==> config.mk <==
export PLATFORM = sky130hd
export DESIGN_NAME = pulse_sched
export DESIGN_NICKNAME = d
export VERILOG_FILES = /design/src/rtl/pulse_sched.sv
export SDC_FILE = /design/constraint.sdc
export NUM_CORES = 1
export LEC_CHECK = 0
export BUFFER_PORTS_ARGS = -buffer_cell sky130_fd_sc_hd__buf_2
export CAP_MARGIN = 25
export CORE_AREA = 2 2 188 190
export CTS_BUF_LIST = sky130_fd_sc_hd__clkbuf_2 sky130_fd_sc_hd__clkbuf_4 sky130_fd_sc_hd__clkbuf_8
export CTS_CLUSTER_SIZE = 25
export DETAILED_ROUTE_END_ITERATION = 10
export DIE_AREA = 0 0 190 192
export SLEW_MARGIN = 40
export SYNTH_ARGS = -nofsm -noshare
export SYNTH_HDL_FRONTEND = slang
export SYNTH_SLANG_ARGS = --single-unit
==> constraint.sdc <==
create_clock -name clk -period 12.6 [get_ports clk]
set_clock_uncertainty 0.1 [all_clocks]
set_input_delay 3.15 -clock clk [delete_from_list [all_inputs] [get_ports clk]]
set_output_delay 3.15 -clock clk [all_outputs]
set_load 0.02 [all_outputs]
==> src/rtl/pulse_sched.sv <==
// pulse_sched: timed command FIFO releasing each entry as a one-cycle strobe when qclk reaches its trigger time
//   clk, reset (async, active-low)        clocking and reset
//   qclk_val                              free-running qclk count compared against head trigger time
//   flush                                 synchronous clear of queue, late flag and drop counter
//   in_valid/in_ready/in_cmd/in_time      push side from proc
//   out_valid/out_cmd                     one-cycle release strobe and held released command
//   late_err/drop_cnt                     sticky late flag and saturating drop count
//   fifo_count                            current occupancy
module pulse_sched #(
   parameter int DATA_WIDTH = 32,
   parameter int TIME_WIDTH = 24,
   parameter int DEPTH      = 4
) (
   input  logic                    clk,
   input  logic                    reset,
   input  logic [TIME_WIDTH-1:0]   qclk_val,
   input  logic                    flush,
   input  logic                    in_valid,
   output logic                    in_ready,
   input  logic [DATA_WIDTH-1:0]   in_cmd,
   input  logic [TIME_WIDTH-1:0]   in_time,
   output logic                    out_valid,
   output logic [DATA_WIDTH-1:0]   out_cmd,
   output logic                    late_err,
   output logic [7:0]              drop_cnt,
   output logic [$clog2(DEPTH):0]  fifo_count
);
   localparam int AW = $clog2(DEPTH);
   logic [DATA_WIDTH-1:0] cmd_mem [DEPTH];
   logic [TIME_WIDTH-1:0] time_mem [DEPTH];
   logic [AW-1:0] wr_q, wr_d, rd_q, rd_d;
   logic [AW:0] cnt_q, cnt_d;
   logic valid_q, valid_d, late_q, late_d;
   logic [DATA_WIDTH-1:0] cmd_q, cmd_d;
   logic [7:0] drop_q, drop_d;
   logic [TIME_WIDTH-1:0] diff;
   logic fire, late, pop, push;
   // in_ready looks only at the registered count, so a pop at full cannot admit a push
   assign in_ready = cnt_q < (AW+1)'(DEPTH);
   assign push = in_valid && in_ready;
   // modular difference: zero fires, negative (MSB set) means the time has passed
   assign diff = time_mem[rd_q] - qclk_val;
   assign fire = (cnt_q != '0) && (diff == '0);
   assign late = (cnt_q != '0) && diff[TIME_WIDTH-1];
   assign pop = fire || late;
   always_comb begin
      wr_d    = flush ? '0 : wr_q + AW'(push);
      rd_d    = flush ? '0 : rd_q + AW'(pop);
      cnt_d   = flush ? '0 : cnt_q + (AW+1)'(push) - (AW+1)'(pop);
      valid_d = !flush && fire;
      cmd_d   = (!flush && fire) ? cmd_mem[rd_q] : cmd_q;
      late_d  = !flush && (late_q || late);
      drop_d  = flush ? '0 : drop_q + 8'(late && (drop_q != 8'hFF));
   end
   always_ff @(posedge clk or negedge reset) begin
      if (!reset) begin
         wr_q    <= '0;
         rd_q    <= '0;
         cnt_q   <= '0;
         valid_q <= 1'b0;
         cmd_q   <= '0;
         late_q  <= 1'b0;
         drop_q  <= '0;
      end else begin
         wr_q    <= wr_d;
         rd_q    <= rd_d;
         cnt_q   <= cnt_d;
         valid_q <= valid_d;
         cmd_q   <= cmd_d;
         late_q  <= late_d;
         drop_q  <= drop_d;
      end
   end
   // payload storage needs no reset: occupancy gates every read
   always_ff @(posedge clk) begin
      if (push && !flush) begin
         cmd_mem[wr_q]  <= in_cmd;
         time_mem[wr_q] <= in_time;
      end
   end
   assign out_valid  = valid_q;
   assign out_cmd    = cmd_q;
   assign late_err   = late_q;
   assign drop_cnt   = drop_q;
   assign fifo_count = cnt_q;
endmodule

==> flow_summary.toml <==
[floorplan]
die_area_sq_mm = 0.0365
floorplan.die.height_um = 192
floorplan.initialDensity_pct = 34.7
fp-row-count = 68
core_area_sq_mm = 0.0343
design.portCount = 130
dieWidth_um = 190

[clocking]
clock_tree.root_cell = "sky130_fd_sc_hd__clkbuf_8"
tritoncts = "built"
post_cts_hold_buffer_count = 0
clk_transition_reported_paths_ns = 0.05
htree_num_levels = 2
cts_buffer_depth = 3
cts_sinks = 273
postCtsSetupRepairBufs = 0
post_cts.resized_instances = 0
clock_buffer_count_from_cts = 48
worstSkewPairLatency_ns = 0.57

[route]
avgViaCountPerCell = 4.95
detail_route.iter0.violations = 306
antenna_violating_nets_post_route = 0
finalWirelength_mm = 26.8
average_wire_per_cell_in_the_routed_design_um = 19.7
drc_errors = 0
route.vias.total = 6727
firstDrtPassIters = 5

[setup_path]
regToRegEndpoint = "fifo_count[2]$_DFF_PN0_"
reg2reg_setup_slack_ns = 6.45
worst-r2r-cell-count = 20
crit_reg_reg_startpoint = "rd_q[0]$_DFF_PN0_"
timing.critical_path.arrival_ns = 7.09
worst_setup_sp = "qclk_val[0]"
criticalPathCategory = "primary input to flop"
cp_max_fo = 3
setup.worst_path.start_class = "primary input"
req_time_crit_path_ns = 12.94
critical_path.endpoint_type = "flop"

[timing]
setup_tns_ns = 0
timing.max_slew.rel_slack_pct = 46.5
setup-violations-final = 0
worst-slew-pin-transition_ns = 0.802
holdWs_ns = 0.407
rsz0062_at_grt = "no"
min_tclk_post_route_ns = 6.75
timing_max_transition_violations_final = 0
hold_violations = 0
maxClockFrequency_mhz = 148
post-route-period-util_pct = 53.6

[grt]
grt_pass1_vias = 7157
gr-usage-all-layers_pct = 15.1
grt_max_degree = 58
grt_overflow = 0
antenna_found_initial = 4
wire_length_of_the_first_global_routing_pass_mm = 41.5

[synth]
synthesis.nets = 821
postSynth.asyncResetShare_pct = 17.9
synth_area_sq_mm = 0.0119
biggest_area_consumer_among_synthesized_cells = "sky130_fd_sc_hd__edfxtp_1"
ys_seq_area_share_pct = 66.9
synth.top_cell.area_share_pct = 56.5
synthTopCellsByArea = "sky130_fd_sc_hd__edfxtp_1, sky130_fd_sc_hd__mux4_2, sky130_fd_sc_hd__dfrtp_1, sky130_fd_sc_hd__mux2_4, sky130_fd_sc_hd__ha_1"
synth_flop_cell = "sky130_fd_sc_hd__edfxtp_1"
synth-warning-count = 0
ys_ff_latch = 273
synth.distinct_cells = 63
synthesis.area_per_instance_sq_um = 16.9
post_synth_inst_count = 705
post_synth_edffs = 224

[final_layout]
finish.net_count = 979
area_growth_pct = 18.0
num-fill-cells = 3144
finalCoreUtilization_pct = 40.9
fraction_of_layout_cells_with_a_size_suffix_above_1_pct = 35.7

[status]
outcome = "finished clean"

[power_and_ir_drop]
power_per_cell_area_mw_per_mm2 = 174
leakage_uw = 0.00543
ir_drop_mv = 0.0891

[run]
max-cap-violations = 0

[worst_hold_path]
timing.hold.worst.class = "flop to flop"
timing.hold.worst.start = "out_cmd[20]$_DFFE_PN0P_"
hold-path-cell-count = 1
min_delay_endpoint = "out_cmd[20]$_DFFE_PN0P_"

[place]
place_congestion = 0.860
detailed_place_hpwl_mm = 16.6
port-buffer-count = 129
-- critical path: stages --
cell and delay (ns):
sky130_fd_sc_hd__buf_2 0.11, sky130_fd_sc_hd__ha_1 0.21, sky130_fd_sc_hd__fa_1 0.40, sky130_fd_sc_hd__nand2b_1 0.19
sky130_fd_sc_hd__a21o_1 0.18, sky130_fd_sc_hd__a21oi_1 0.32, sky130_fd_sc_hd__o311ai_2 0.20, sky130_fd_sc_hd__xor2_1 0.21
sky130_fd_sc_hd__o211ai_1 0.20, sky130_fd_sc_hd__nor4b_4 0.40, sky130_fd_sc_hd__nand3_1 0.13, sky130_fd_sc_hd__nand2_1 0.15
sky130_fd_sc_hd__ha_1 0.24, sky130_fd_sc_hd__inv_1 0.05, sky130_fd_sc_hd__ha_1 0.12, sky130_fd_sc_hd__inv_1 0.04
sky130_fd_sc_hd__fa_1 0.37, sky130_fd_sc_hd__xnor2_1 0.21, sky130_fd_sc_hd__xnor2_1 0.15, sky130_fd_sc_hd__nor2_1 0.05
-- placed cells by master, fill, tap and decap left out, types with 30 or more instances in the layout --
cell type                    n
sky130_fd_sc_hd__a21oi_1    30
sky130_fd_sc_hd__edfxtp_1  224
sky130_fd_sc_hd__mux4_2     56
sky130_fd_sc_hd__clkbuf_8   52
sky130_fd_sc_hd__nor2_1     35
sky130_fd_sc_hd__mux2_4     30
sky130_fd_sc_hd__dfrtp_1    47
sky130_fd_sc_hd__ha_1       30
sky130_fd_sc_hd__buf_2     129
sky130_fd_sc_hd__inv_1      36
-- metrics by stage --
step | cell area, sq um | power (uW) | worst slack, ns | instances
floorplan | 11900 | 1520 | 2.65 | 705
global placement | 13000 | 1680 | 5.38 | 1267
detailed placement | 13100 | 1680 | 5.30 | 1268
CTS | 14000 | 2490 | 5.93 | 1358
global route | 14000 | 2590 | 5.57 | 1358
finish | 14000 | 2450 | 5.85 | 1359
-- layer usage --
metal | global-route usage (%) | vias to the layer above | wire [um]
met1 | 19.7 | 3385 | 11700
li1 | - | 3092 | -
met2 | 24.3 | 196 | 12800
met4 | 5.64 | 4 | 665
met5 | 0 | - | 26
met3 | 3.96 | 50 | 1570
-- cell families (layout without fill, tap and decap cells) --
group,Yosys count,in the layout,synth area share [%]
multiplexers,89,89,14.7
XOR/XNOR,20,20,1.47
flip-flops,273,273,66.9
AND/OR/NAND/NOR,127,127,5.69
other,0,1,0
buffers and inverters,67,265,2.47
adder cells (fa/ha/maj),32,32,3.49
AO/OA/AOI/OAI,97,97,5.35
-- power by group --
part	total, uW	internal (uW)	switching (uW)
registers	1060	1030	36.2
clock network	789	424	365
logic	595	252	343
total	2450	1700	744
-- area by class of cell --
type / count / area, sq um / share of cell area, %
Inverter: 36 / 135 / 0.963
Timing Repair Buffer: 139 / 748 / 5.33
Clock inverter: 25 / 139 / 0.990
Tap cell: 455 / 569 / 4.06
Multi-Input combinational cell: 365 / 3670 / 26.1
Sequential cell: 273 / 7960 / 56.7
Antenna cell: 1 / 2.50 / 0.0178
Clock buffer: 65 / 813 / 5.79
-- how the worst max path moves through the flow --
stage / end / cells after the start
finish: fifo_count[2]$_DFF_PN0_ / 20
global route: fifo_count[2]$_DFF_PN0_ / 20
CTS: fifo_count[2]$_DFF_PN0_ / 20
detailed placement: fifo_count[2]$_DFF_PN0_ / 20
global placement: out_cmd[31]$_DFFE_PN0P_ / 12
floorplan: cmd_mem[1][0]$_DFFE_PP_ / 2
-- flip-flops by register name, summed over array words and instances (netlist names) --
register,flops
cmd_mem,128
out_cmd,32
out_valid,1
rd_q,2
wr_q,2
late_err,1
time_mem,96
drop_cnt,8
fifo_count,3
-- synth_stat cells (all sizes together) (3+ instances only) --
library cell  count
mux4             56
mux2             32
nand3            13
o21a              5
and2              3
xor2             11
o21ai            20
buf              21
nor4              4
nand2b            6
nor3              8
nand4            10
clkbuf           10
a211oi            6
a21o              5
o211ai            4
inv              36
a21oi            31
a31oi             3
and3              5
dfrtp            49
o31ai             5
edfxtp          224
xnor2             9
nor2             37
nor2b             6
ha               30
nor4b             3
nand2            24
No activity file was read; power rests on OpenSTA's default activity.
